File: src/rtl/fir_pkg.sv
// Shared definitions for the FIR datapath serializer/deserializer pair.
package fir_pkg;

    // Default sample width shared by serializer and deserializer.
    localparam int unsigned SAMPLE_WIDTH = 24;

    // One-hot FSM state encoding.
    typedef enum logic [2:0] {
        S_IDLE  = 3'b001,
        S_SHIFT = 3'b010,
        S_HOLD  = 3'b100
    } state_t;

endpackage

File: src/rtl/deserializer_fsm_if.sv
// Bit-stream input and word output handshakes of the deserializer.
// master: the surrounding logic (bit source and word sink); slave: the deserializer.
interface deserializer_fsm_if
    import fir_pkg::*;
#(
    parameter int unsigned LENGTH = SAMPLE_WIDTH
) ();

    logic              i_din;
    logic              i_din_valid;
    logic              o_ready;
    logic [LENGTH-1:0] ov_dout;
    logic              o_dout_valid;
    logic              i_ready;

    modport master (
        output i_din,
        output i_din_valid,
        output i_ready,
        input  o_ready,
        input  ov_dout,
        input  o_dout_valid
    );

    modport slave (
        input  i_din,
        input  i_din_valid,
        input  i_ready,
        output o_ready,
        output ov_dout,
        output o_dout_valid
    );

endinterface

File: src/rtl/deserializer_bit_counter.sv
// Counts accepted bits of the word being assembled; tc flags the last bit position.
module deserializer_bit_counter
    import fir_pkg::*;
#(
    parameter int unsigned LENGTH = SAMPLE_WIDTH
) (
    input  logic i_clk,
    input  logic i_rst,
    input  logic clear,
    input  logic inc,
    output logic tc
);

    localparam int unsigned CNT_W = $clog2(LENGTH);
    localparam logic [CNT_W-1:0] LAST = CNT_W'(LENGTH - 1);

    logic [CNT_W-1:0] cnt;

    // Clear wins over increment so the last bit of a word restarts the count at zero.
    always_ff @(posedge i_clk) begin
        if (i_rst) begin
            cnt <= '0;
        end else if (clear) begin
            cnt <= '0;
        end else if (inc) begin
            cnt <= cnt + CNT_W'(1);
        end
    end

    assign tc = (cnt == LAST);

endmodule

File: src/rtl/deserializer_fsm.sv
// Serial-to-parallel stage: assembles LENGTH bits from a valid/ready bit stream
// into a word presented through a second valid/ready handshake.
// Build option: DESERIALIZER_MSB_FIRST_EN selects MSB-first assembly
// (default is LSB-first, matching the FIR word serializer).
module deserializer_fsm
    import fir_pkg::*;
#(
    parameter int unsigned LENGTH = SAMPLE_WIDTH
) (
    input  logic               i_clk,
    input  logic               i_rst,
    input  logic               i_en,
    deserializer_fsm_if.slave  bus
);

    state_t            state;
    logic [LENGTH-1:0] sreg;
    logic [LENGTH-1:0] sreg_next;
    logic              xfer;
    logic              last_bit;

    assign bus.o_ready = i_en && (state == S_SHIFT);
    assign xfer        = bus.o_ready && bus.i_din_valid;

    // Shift register value after accepting the current bit.
    always_comb begin
`ifdef DESERIALIZER_MSB_FIRST_EN
        sreg_next = {sreg[LENGTH-2:0], bus.i_din};
`else
        sreg_next = {bus.i_din, sreg[LENGTH-1:1]};
`endif
    end

    deserializer_bit_counter #(
        .LENGTH (LENGTH)
    ) u_bit_counter (
        .i_clk (i_clk),
        .i_rst (i_rst),
        .clear (xfer && last_bit),
        .inc   (xfer),
        .tc    (last_bit)
    );

    // FSM with shift register and registered word outputs; reset beats enable.
    always_ff @(posedge i_clk) begin
        if (i_rst) begin
            state            <= S_IDLE;
            sreg             <= '0;
            bus.ov_dout      <= '0;
            bus.o_dout_valid <= 1'b0;
        end else if (i_en) begin
            case (state)
                S_IDLE: begin
                    state <= S_SHIFT;
                end
                S_SHIFT: begin
                    if (bus.i_din_valid) begin
                        sreg <= sreg_next;
                        if (last_bit) begin
                            bus.ov_dout      <= sreg_next;
                            bus.o_dout_valid <= 1'b1;
                            state            <= S_HOLD;
                        end
                    end
                end
                S_HOLD: begin
                    // ov_dout is left untouched so it keeps the last word after acceptance.
                    if (bus.i_ready) begin
                        bus.o_dout_valid <= 1'b0;
                        state            <= S_SHIFT;
                    end
                end
                default: begin
                    state <= S_IDLE;
                end
            endcase
        end
    end

endmodule

File: src/flat_wrapper.sv
// flat-port wrapper written by rule: the top's interface ports become plain ports
module deserializer_fsm_flat import fir_pkg::*;
#(
    parameter int unsigned LENGTH = SAMPLE_WIDTH
)
  (i_clk, i_rst, i_en, bus_i_din, bus_i_din_valid, bus_i_ready, bus_o_ready, bus_ov_dout, bus_o_dout_valid);
  deserializer_fsm_if #(.LENGTH(LENGTH)) bus_i ();
  input  logic i_clk;
  input  logic i_rst;
  input  logic i_en;
  input wire logic [$bits(bus_i.i_din)-1:0] bus_i_din;
  input wire logic [$bits(bus_i.i_din_valid)-1:0] bus_i_din_valid;
  input wire logic [$bits(bus_i.i_ready)-1:0] bus_i_ready;
  output wire logic [$bits(bus_i.o_ready)-1:0] bus_o_ready;
  output wire logic [$bits(bus_i.ov_dout)-1:0] bus_ov_dout;
  output wire logic [$bits(bus_i.o_dout_valid)-1:0] bus_o_dout_valid;
  assign bus_i.i_din = bus_i_din;
  assign bus_i.i_din_valid = bus_i_din_valid;
  assign bus_i.i_ready = bus_i_ready;
  assign bus_o_ready = bus_i.o_ready;
  assign bus_ov_dout = bus_i.ov_dout;
  assign bus_o_dout_valid = bus_i.o_dout_valid;
  deserializer_fsm #(.LENGTH(LENGTH)) u_core (.i_clk(i_clk), .i_rst(i_rst), .i_en(i_en), .bus(bus_i));
endmodule
File: config.mk
export PLATFORM = sky130hd
export DESIGN_NAME = deserializer_fsm_flat
export DESIGN_NICKNAME = d
export VERILOG_FILES = /design/src/rtl/fir_pkg.sv /design/src/rtl/deserializer_fsm_if.sv /design/src/rtl/deserializer_bit_counter.sv /design/src/rtl/deserializer_fsm.sv /design/src/flat_wrapper.sv
export SDC_FILE = /design/constraint.sdc
export NUM_CORES = 1
export LEC_CHECK = 0
export BUFFER_PORTS_ARGS = -buffer_cell sky130_fd_sc_hd__buf_4
export CAP_MARGIN = 20
export CORE_ASPECT_RATIO = 2
export CORE_MARGIN = 2
export CORE_UTILIZATION = 40
export CTS_BUF_LIST = sky130_fd_sc_hd__clkbuf_8
export CTS_CLUSTER_DIAMETER = 50
export CTS_CLUSTER_SIZE = 30
export DETAILED_ROUTE_END_ITERATION = 10
export SKIP_CTS_REPAIR_TIMING = 1
export SYNTH_ARGS = -nofsm -noshare
export SYNTH_HDL_FRONTEND = slang
export SYNTH_HIERARCHICAL = 1
export SYNTH_SLANG_ARGS = --single-unit
File: constraint.sdc
create_clock -name i_clk -period 1.8 [get_ports i_clk]
set_clock_uncertainty 0.05 [all_clocks]
set_input_delay 0.18 -clock i_clk [delete_from_list [all_inputs] [get_ports i_clk]]
set_output_delay 0.18 -clock i_clk [all_outputs]
set_load 0.02 [all_outputs]
Yosys cells after proc, flatten, opt, wreduce, memory -nomap -nowiden
Index checks and enable logic that the tools add are counted.
{ "classes": {"addsub": 1, "n_eq_ne": 7, "muxes": 8, "reduce_logical": 9} }
{ "ops": {"columns": ["operator", "n"], "rows": [
  ["$mux 3", 3],
  ["$pmux 3 s3", 1],
  ["$reduce_and 4->1", 2],
  ["$add 5x1->5 const B", 1],
  ["$eq 5x5->1 const B", 1],
  ["$reduce_and 5->1", 1],
  ["$ne 2x2->1 const B", 2],
  ["$eq 3x1->1 const B", 1],
  ["$eq 3x2->1 const B", 1],
  ["$eq 3x3->1 const B", 1],
  ["$logic_and 1x1->1", 3],
  ["$mux 1", 3],
  ["$reduce_and 3->1", 1],
  ["$ne 2x1->1 const B", 1],
  ["$pmux 1 s2", 1],
  ["$reduce_bool 2->1", 1],
  ["$reduce_or 2->1", 1]
]} }
{ "word_totals": {"ff_bits": 57, "input_bits": 6, "output_inout_bits": 26, "elab_cells": 30} }

Longest topological paths before layout
Gate-level depths: netlist (run 1).
{ "depth": {"word_depth": 5, "ltp_mapped": 6} }

Hierarchy
Netlist (run 1), hierarchy kept.
{ "by_module_without_submodules": {"columns": ["module", "n_inst", "cells_each", "area_per_inst_um2"], "rows": [
  ["deserializer_fsm", 1, 178, 2003.2],
  ["deserializer_bit_counter", 1, 24, 269.0]
]} }

Least setup slack after synthesis (run 1)
Ideal clock, no wire load.
{ "synth_path": {"path_type": "register to register", "from": "reg u_core.state[0]", "to": "reg u_core.u_bit_counter.cnt[4]", "setup_time_ns": 0.121, "arrival_ns": 1.578, "t_required_ns": 1.629, "slack_ns": 0.051, "path_stages_with_launch": 7, "cell_sequence": "dfxtp_1 and4bb_2 nand2_1 inv_1 buf_6 nand4_2 mux2_4"} }
{ "synth_via": {"elab_chain_len": 5} }
{ "synth_lines": {"columns": ["item", "line", "text"], "rows": [
  ["from (decl)", "deserializer_fsm.sv:16", "state_t state;"],
  ["from (signal assigned)", "deserializer_fsm.sv:47", "state <= S_IDLE;"],
  ["from (signal assigned)", "deserializer_fsm.sv:54", "state <= S_SHIFT;"],
  ["from (signal assigned)", "deserializer_fsm.sv:62", "state <= S_HOLD;"],
  ["$eq 3x2->1 (*)", "deserializer_fsm.sv:22", "assign bus.o_ready = i_en && (state == S_SHIFT);"],
  ["$logic_and 1x1->1 (*)", "deserializer_fsm.sv:22", null],
  ["named net bus_o_ready", "flat_wrapper.sv:14", "output wire logic [$bits(bus_i.o_ready)-1:0] bus_o_ready;"],
  ["$logic_and 1x1->1 (*)", "deserializer_fsm.sv:23", "assign xfer = bus.o_ready && bus.i_din_valid;"],
  ["named net u_core.xfer", "deserializer_fsm.sv:19", "logic xfer;"],
  ["$logic_and 1x1->1", "deserializer_fsm.sv:39", ".clear (xfer && last_bit),"],
  ["$reduce_or 2->1 (no line)", null, null],
  ["to (signal assigned)", "deserializer_bit_counter.sv:26", "cnt <= cnt + CNT_W'(1);"],
  ["to (decl)", "deserializer_bit_counter.sv:17", "logic [CNT_W-1:0] cnt;"]
]} }
The timed path passes the listed nets; every way through them passes the cells marked *.
A chain may end at the register's enable or synchronous reset.

Worst setup path after layout (run 1)
{ "layout_path": {"from": "reg u_core.u_bit_counter.cnt[0]", "to": "reg u_core.u_bit_counter.cnt[4]"} }
{ "layout_via": {"elab_chain_len": 3, "elab_cells_between_ends": 4, "classes_between": "add/sub (1); eq/ne (1); reduce/logical (2)"} }
{ "layout_lines": {"columns": ["item", "line", "text"], "rows": [
  ["$eq 5x5->1", "deserializer_bit_counter.sv:30", "assign tc = (cnt == LAST);"],
  ["named net u_core.last_bit", "deserializer_fsm.sv:20", "logic last_bit;"],
  ["$logic_and 1x1->1", "deserializer_fsm.sv:39", null],
  ["$reduce_or 2->1 (no line)", null, null]
]} }
The timed path passes the listed nets, and every way through them passes these cells.

==> results of run 1 <==
## layer usage
layer / share of wire / vias up / GRT usage / wire, um
li1: - / 752 / - / -
met1: 0.42 / 705 / 0.1575 / 1687
met2: 0.51 / 28 / 0.2199 / 2047
met3: 0.030 / 8 / 0.02576 / 120
met4: 0.031 / 0 / 0.06822 / 123
met5: 0 / - / 0 / 0
## report_power, final
group | switching (mW) | internal, mW | total [mW]
Sequential | 0.00385 | 1.24 | 1.25
Clock | 0.421 | 0.280 | 0.701
Combinational | 0.0369 | 0.0411 | 0.0780
Total | 0.462 | 1.56 | 2.03
## synthesized netlist by cell type (all sizes together)
master / n
nor3: 3
nor2: 3
nor3b: 2
a22o: 1
clkbuf: 5
mux2i: 48
or2: 1
nand3b: 1
a21oi: 5
nor2b: 2
and3b: 1
mux2: 2
o21bai: 1
a211oi: 1
nand4: 2
dfxtp: 56
ha: 1
o21ai: 3
nand2b: 49
and4b: 1
buf: 5
inv: 3
xnor2: 1
nand3: 1
a21bo: 1
nand2: 1
o21a: 1
and4bb: 1
## final timing paths
check | from | endpoint | slack, ns | cells after the start
worst max-delay path | u_core/u_bit_counter/cnt[0] | u_core/u_bit_counter/cnt[4] | 0.15 | 6
worst min-delay path | i_en | u_core/state[0] | 0.11 | 3
worst max register to register | u_core/u_bit_counter/cnt[0] | u_core/u_bit_counter/cnt[4] | 0.15 | 6
worst min register to register | u_core/bus.o_dout_valid | u_core/bus.o_dout_valid | 0.42 | 1
## stage by stage
stage,area [um^2],cells,hold WS (ns)
finish,2649,298,0.1102
global route,2649,298,0.1091
CTS,2649,298,0.1093
detailed placement,2557,290,0.4081
global placement,2557,290,0.4096
floorplan,2272,202,0.3001
## layout make-up
class	count	area share
clock inverter	3	0.008503
timing repair buffer	38	0.1077
sequential	56	0.4232
multi-input combinational	133	0.4020
tap	60	0.02834
clock buffer	5	0.02598
inverter	3	0.004251
## registers in the layout (all words and copies together), names as in the netlist
signal,cells
u_core/sreg,23
u_core/state,3
u_core/bus.o_dout_valid,1
u_core/u_bit_counter/cnt,5
u_core/bus.ov_dout,24
## worst register-to-register path: stages, from the launching register on
cell and delay, ns:
dfxtp_1 0.40, ha_1 0.24, and4b_1 0.29, nand3_4 0.10, inv_2 0.14, nor3_1 0.07
mux2_4 0.27
## kinds of logic (layout without fill, tap and decap cells)
| group | Yosys count | after routing | share of synthesized area |
|---|---|---|---|
| flip-flops | 56 | 56 | 0.4934 |
| AND/OR/NAND/NOR | 68 | 68 | 0.1988 |
| XOR/XNOR | 1 | 1 | 0.003855 |
| AO/OA/AOI/OAI | 13 | 13 | 0.03579 |
| adder cells (fa/ha/maj) | 1 | 1 | 0.005506 |
| buffers and inverters | 13 | 49 | 0.03799 |
| multiplexers | 50 | 50 | 0.2247 |
==> summary.md, run 1 <==
| Metric | Value |
|---|---|
| Arrival @ worst endpoint | between 1.5 and 2 ns |
| Worst min path class | in2reg |
| Die height | between 100 and 150 um |
| Worst path required time | 1.95 ns |
| Row cnt | 38 |
| Synth top area cells | dfxtp_1 (49%), mux2i_1 (21%), nand2b_1 (13%) |
| Synthesis Warnings | 6 |
| Tot Pwr | 2.026 mW |
| Final period utilization | 0.9143 |
| Clk slew on worst S/H paths | approximately 0.1 ns |
| Synth Instances | ~200 |
| Initial DRC Count | 31 |
| Global Route Usage Sum | 0.1326 |
| Worst IR Drop VDD | 0.7640 mV |
| Avg Cell Area, Syn | 11.25 um^2 |
| Fmax | about 0.61 GHz |
| Clk buf depth | 2 |
| Post-layout min period | around 1.6 ns |
| Layout area overhead | 16.57% |
| #FFs+latches synth | 56 |
| Synth top area share | 0.4934 |
| Final worst-path setup slack | 0.1542 ns |
| Largest net degree at the start of global routing | 58 |
| Port bufs | 31 |
| Vias | around 1500 |
| Critical-path top delay cell | dfxtp_1 |
| Most area-hungry cell type in the Yosys netlist | dfxtp_1 |
| Vias in the first global route | approximately 1400 |
| Routed WL | 3.978 mm |
| Worst-Skew Late Latency | ~0.31 ns |
| Max-slew violations | 0 |
| Multi-input logic area | ~0.0011 mm^2 |
| DP HPWL | between 2 and 3 mm |
| Status | complete, no violations |
| Post-Syn Area | 0.002272 mm^2 |
| Syn nets | about 210 |
| Initial antenna violation count | 0 |
| FF/Latch Area | roughly 0.0011 mm^2 |
| Top-Level Pins | 32 |
| Final setup fails | 0 |
| CP Capture Type | register |
| CP top delay family | simple AND/OR/NAND/NOR gates |
| CP bufs+invs | 1 |
| Avg Vias per Cell | between 5 and 6 |
| First-pass detailed-route iteration total | 4 |
| Leakage | around 1.3 nW |
| Final #Nets | roughly 240 |
| PwrDens | ~760 mW/mm^2 |
| Share of cells above drive strength 1 | 0.2269 |
| Fin Setup TNS | 0 ns |
| Die W | approximately 57 um |
| Max Cap Viol | 0 |
| CP max stage delay | 0.40 ns |
| Num CTS Buffers | 5 |
| Clock sink total | 56 |
| Post-synthesis sequential area ratio | 0.4934 |
| Unrepaired setup endpoints after global routing | no |
| CTS tree | yes |
| Relative slew slack | 0.7095 |
| Max H-tree Level | 2 |
| Placeable Area | between 0.005 and 0.006 mm^2 |
| Max FO, Critical Path | 8 |
| Worst slack, placed | approximately 0.17 ns |
| Slew @ Worst Pin | ~0.44 ns |
| Routed Antenna Nets | 0 |
| CP Class | reg2reg |
| Distinct cells, synth | 29 |
| Wire per inst | around 13 um |
| Global route overflow | 0 |
| Initial Util | 0.4156 |
| Routability cong. | 0.7287 |
| CP cell instances | ha_1 -> and4b_1 -> nand3_4 -> inv_2 -> nor3_1 -> mux2_4 |
| # DRC | 0 |
| CTS root buf | clkbuf_8 |
| Most frequent cells in the layout | dfxtp_1 (56), nand2b_1 (49), mux2i_1 (48) |
| Hold Vio Cnt, Final | 0 |
| Filler cell count | 540 |
| First-pass GRT wire length | 6.658 mm |
| Crit start category | register |
| Final core utilization | 0.4844 |
| # diodes | 0 |
| Commonest non-fill, non-tap cell in the layout | dfxtp_1 |
| Die Area | between 0.006 and 0.007 mm^2 |
No activity file was read; power rests on OpenSTA's default activity.
==> inputs of run 2 (changes only) <==
--- a/config.mk
+++ b/config.mk
@@ -7,6 +7,8 @@
 export LEC_CHECK = 0
 export BUFFER_PORTS_ARGS = -buffer_cell sky130_fd_sc_hd__buf_4
 export CAP_MARGIN = 20
+export CELL_PAD_IN_SITES_DETAIL_PLACEMENT = 0
+export CELL_PAD_IN_SITES_GLOBAL_PLACEMENT = 1
 export CORE_ASPECT_RATIO = 2
 export CORE_MARGIN = 2
 export CORE_UTILIZATION = 40
@@ -14,6 +16,7 @@
 export CTS_CLUSTER_DIAMETER = 50
 export CTS_CLUSTER_SIZE = 30
 export DETAILED_ROUTE_END_ITERATION = 10
+export PLACE_DENSITY_LB_ADDON = 0.1
 export SKIP_CTS_REPAIR_TIMING = 1
 export SYNTH_ARGS = -nofsm -noshare
 export SYNTH_HDL_FRONTEND = slang
==> run 2 against run 1 <==
Compared with the run above:
- sequential power about the same
- critical endpoint unchanged
- utilization about the same
- via count down 0.74%
- non-clock buffer count down 4
- flip-flop and latch count unchanged
- critical path type unchanged
- global-route usage up 0.95 points
- total power up 6.9%
- worst hold slack worse by 0.0032 ns
==> summary.md, run 2 (synthesized netlist as in run 1, its figures left out) <==
| Metric | Value |
|---|---|
| Avg Vias per Cell | 5.041 (was 5.010) |
| CTS root buf | clkbuf_8 (unchanged) |
| # diodes | 0 (unchanged) |
| Leakage | 1.297 nW (was 1.305 nW) |
| Max layer used | met4 (unchanged) |
| Share of cells above drive strength 1 | 0.2137 (was 0.2269) |
| Routability cong. | 0.7053 (was 0.7287) |
| CTS tree | yes (unchanged) |
| Most flops, register | u_core/bus.ov_dout (unchanged) |
| Hold depth | 3 (unchanged) |
| Initial DRC Count | 32 (was 31) |
| Fin Setup TNS | 0 ns (unchanged) |
| Die height | 110.6 um (unchanged) |
| Worst-Skew Late Latency | 0.31 ns (about the same) |
| Slew @ Worst Pin | 0.4284 ns (was 0.4358 ns) |
| Clock sink total | 56 (unchanged) |
| Unrepaired setup endpoints after global routing | no (unchanged) |
| Global Route Usage Sum | 0.1421 (was 0.1326) |
| RR Startpoint | u_core/u_bit_counter/cnt[0] (unchanged) |
| Vias in the first global route | 1545 (was 1429) |
| Largest registers | u_core/bus.ov_dout (24), u_core/sreg (23), u_core/u_bit_counter/cnt (5) (unchanged) |
| Routed Antenna Nets | 0 (unchanged) |
| Placeable Area | 0.005468 mm^2 (unchanged) |
| Row cnt | 38 (unchanged) |
| Die W | 57.30 um (unchanged) |
| Initial antenna violation count | 0 (unchanged) |
| Global route overflow | 0 (unchanged) |
| Non-filler cells, final | 294 (was 298) |
| Final #Nets | 240 (was 244) |
| First-pass detailed-route iteration total | 4 (unchanged) |
| Relative slew slack | 0.7144 (was 0.7095) |
| Crit start category | register (unchanged) |
| Status | complete, no violations (unchanged) |
| WL met3 | 139 um (was 120 um) |
| Reg2Reg Setup Slack | 0.13 ns (was 0.15 ns) |
| Wire per inst | 14.40 um (was 13.35 um) |
| Worst min path class | in2reg (unchanged) |
| Largest net degree at the start of global routing | 58 (unchanged) |
| Max Cap Viol | 0 (unchanged) |
| WL met2 | 2.266 mm (was 2.047 mm) |
| Final Cell Area | 0.002650 mm^2 (was 0.002649 mm^2) |
| Hold path start | i_en (unchanged) |
| Reg2Reg Depth | 6 (unchanged) |
| CP Capture Type | register (unchanged) |
| Layout area overhead | 16.63% (was 16.57%) |
| Worst path required time | 1.96 ns (was 1.95 ns) |
| Most frequent cells in the layout | dfxtp_1 (56), nand2b_1 (49), mux2i_1 (48) (unchanged) |
| Fmax | 0.5993 GHz (was 0.6076 GHz) |
| Final core utilization | 0.4847 (was 0.4844) |
| Worst IR Drop VDD | 0.5671 mV (was 0.7640 mV) |
| Max reg flops | 24 (unchanged) |
| Max FO, Critical Path | 10 (was 8) |
| Port bufs | 31 (unchanged) |
| Post-layout min period | 1.669 ns (was 1.646 ns) |
| DP HPWL | 2.876 mm (was 2.732 mm) |
| Vias | 1482 (was 1493) |
| Reg-to-Reg End | u_core/u_bit_counter/cnt[4] (unchanged) |
| Hold Vio Cnt, Final | 0 (unchanged) |
| Die Area | 0.006336 mm^2 (unchanged) |
| PwrDens | 817.5 mW/mm^2 (was 764.9 mW/mm^2) |
| Post-Place Cells | 286 (was 290) |
| Met1 Routed Length | 1.739 mm (was 1.687 mm) |
| CP Class | reg2reg (unchanged) |
| Arrival @ worst endpoint | 1.82 ns (was 1.80 ns) |
| Min Hold Slack | 0.1070 ns (was 0.1102 ns) |
| Max-slew violations | 0 (unchanged) |
| Final setup fails | 0 (unchanged) |
| Routed WL | 4.233 mm (was 3.978 mm) |
| Clk slew on worst S/H paths | 0.10 ns (about the same) |
| Num CTS Buffers | 5 (unchanged) |
| First-pass GRT wire length | 7.155 mm (was 6.658 mm) |
| Initial Util | 0.4156 (unchanged) |
| Commonest non-fill, non-tap cell in the layout | dfxtp_1 (unchanged) |
| Final period utilization | 0.9271 (was 0.9143) |
| Top-Level Pins | 32 (unchanged) |
| Post-DP Area | 0.002527 mm^2 (was 0.002557 mm^2) |
| Worst Hold Path EP | u_core/state[0] (unchanged) |
| # DRC | 0 (unchanged) |
| Clk buf depth | 2 (unchanged) |
| Max H-tree Level | 2 (unchanged) |
[run 2: how the worst max path moves through the flow]
stage	startpoint	to	depth (start not counted)
CTS	u_core/u_bit_counter/cnt[0]	u_core/u_bit_counter/cnt[4]	6
floorplan	u_core/state[0]	u_core/u_bit_counter/cnt[4]	6
finish	u_core/u_bit_counter/cnt[0]	u_core/u_bit_counter/cnt[4]	6
detailed placement	u_core/u_bit_counter/cnt[0]	u_core/u_bit_counter/cnt[4]	6
global placement	u_core/u_bit_counter/cnt[0]	u_core/u_bit_counter/cnt[4]	6
global route	u_core/u_bit_counter/cnt[0]	u_core/u_bit_counter/cnt[4]	6
[run 2: layer usage]
metal  global-route usage  vias to the layer above
met3              0.02693                        7
met5                    0                        -
li1                     -                      747
met1               0.1586                      702
met4              0.06357                        0
met2               0.2513                       26
[run 2: worst max-delay path, cell delays in order, from the launching register on]
cell,delay (ns)
dfxtp_1,0.40
ha_1,0.24
and4b_1,0.28
nand3_4,0.10
inv_4,0.12
nor3_1,0.07
mux2_4,0.29
[run 2: metrics by stage]
step                setup slack (ns)  power [mW]
floorplan                    0.05091       1.329
global placement              0.1688       1.349
detailed placement            0.1247       1.353
CTS                          0.08236       2.203
global route                 0.02868       2.252
finish                        0.1313       2.166
[run 2: cell type report]
class / count / area (um^2)
Clock buffer: 5 / 68.82
Clock inverter: 3 / 47.55
Fill cell: 524 / 2818
Inverter: 3 / 13.76
Multi-Input combinational cell: 133 / 1065
Sequential cell: 56 / 1121
Tap cell: 60 / 75.07
Timing Repair Buffer: 34 / 259.0
[run 2: report_power, final]
group	switching, mW	internal [mW]
logic	0.0346	0.0383
clock network	0.424	0.420
registers	0.00664	1.24
total	0.465	1.70
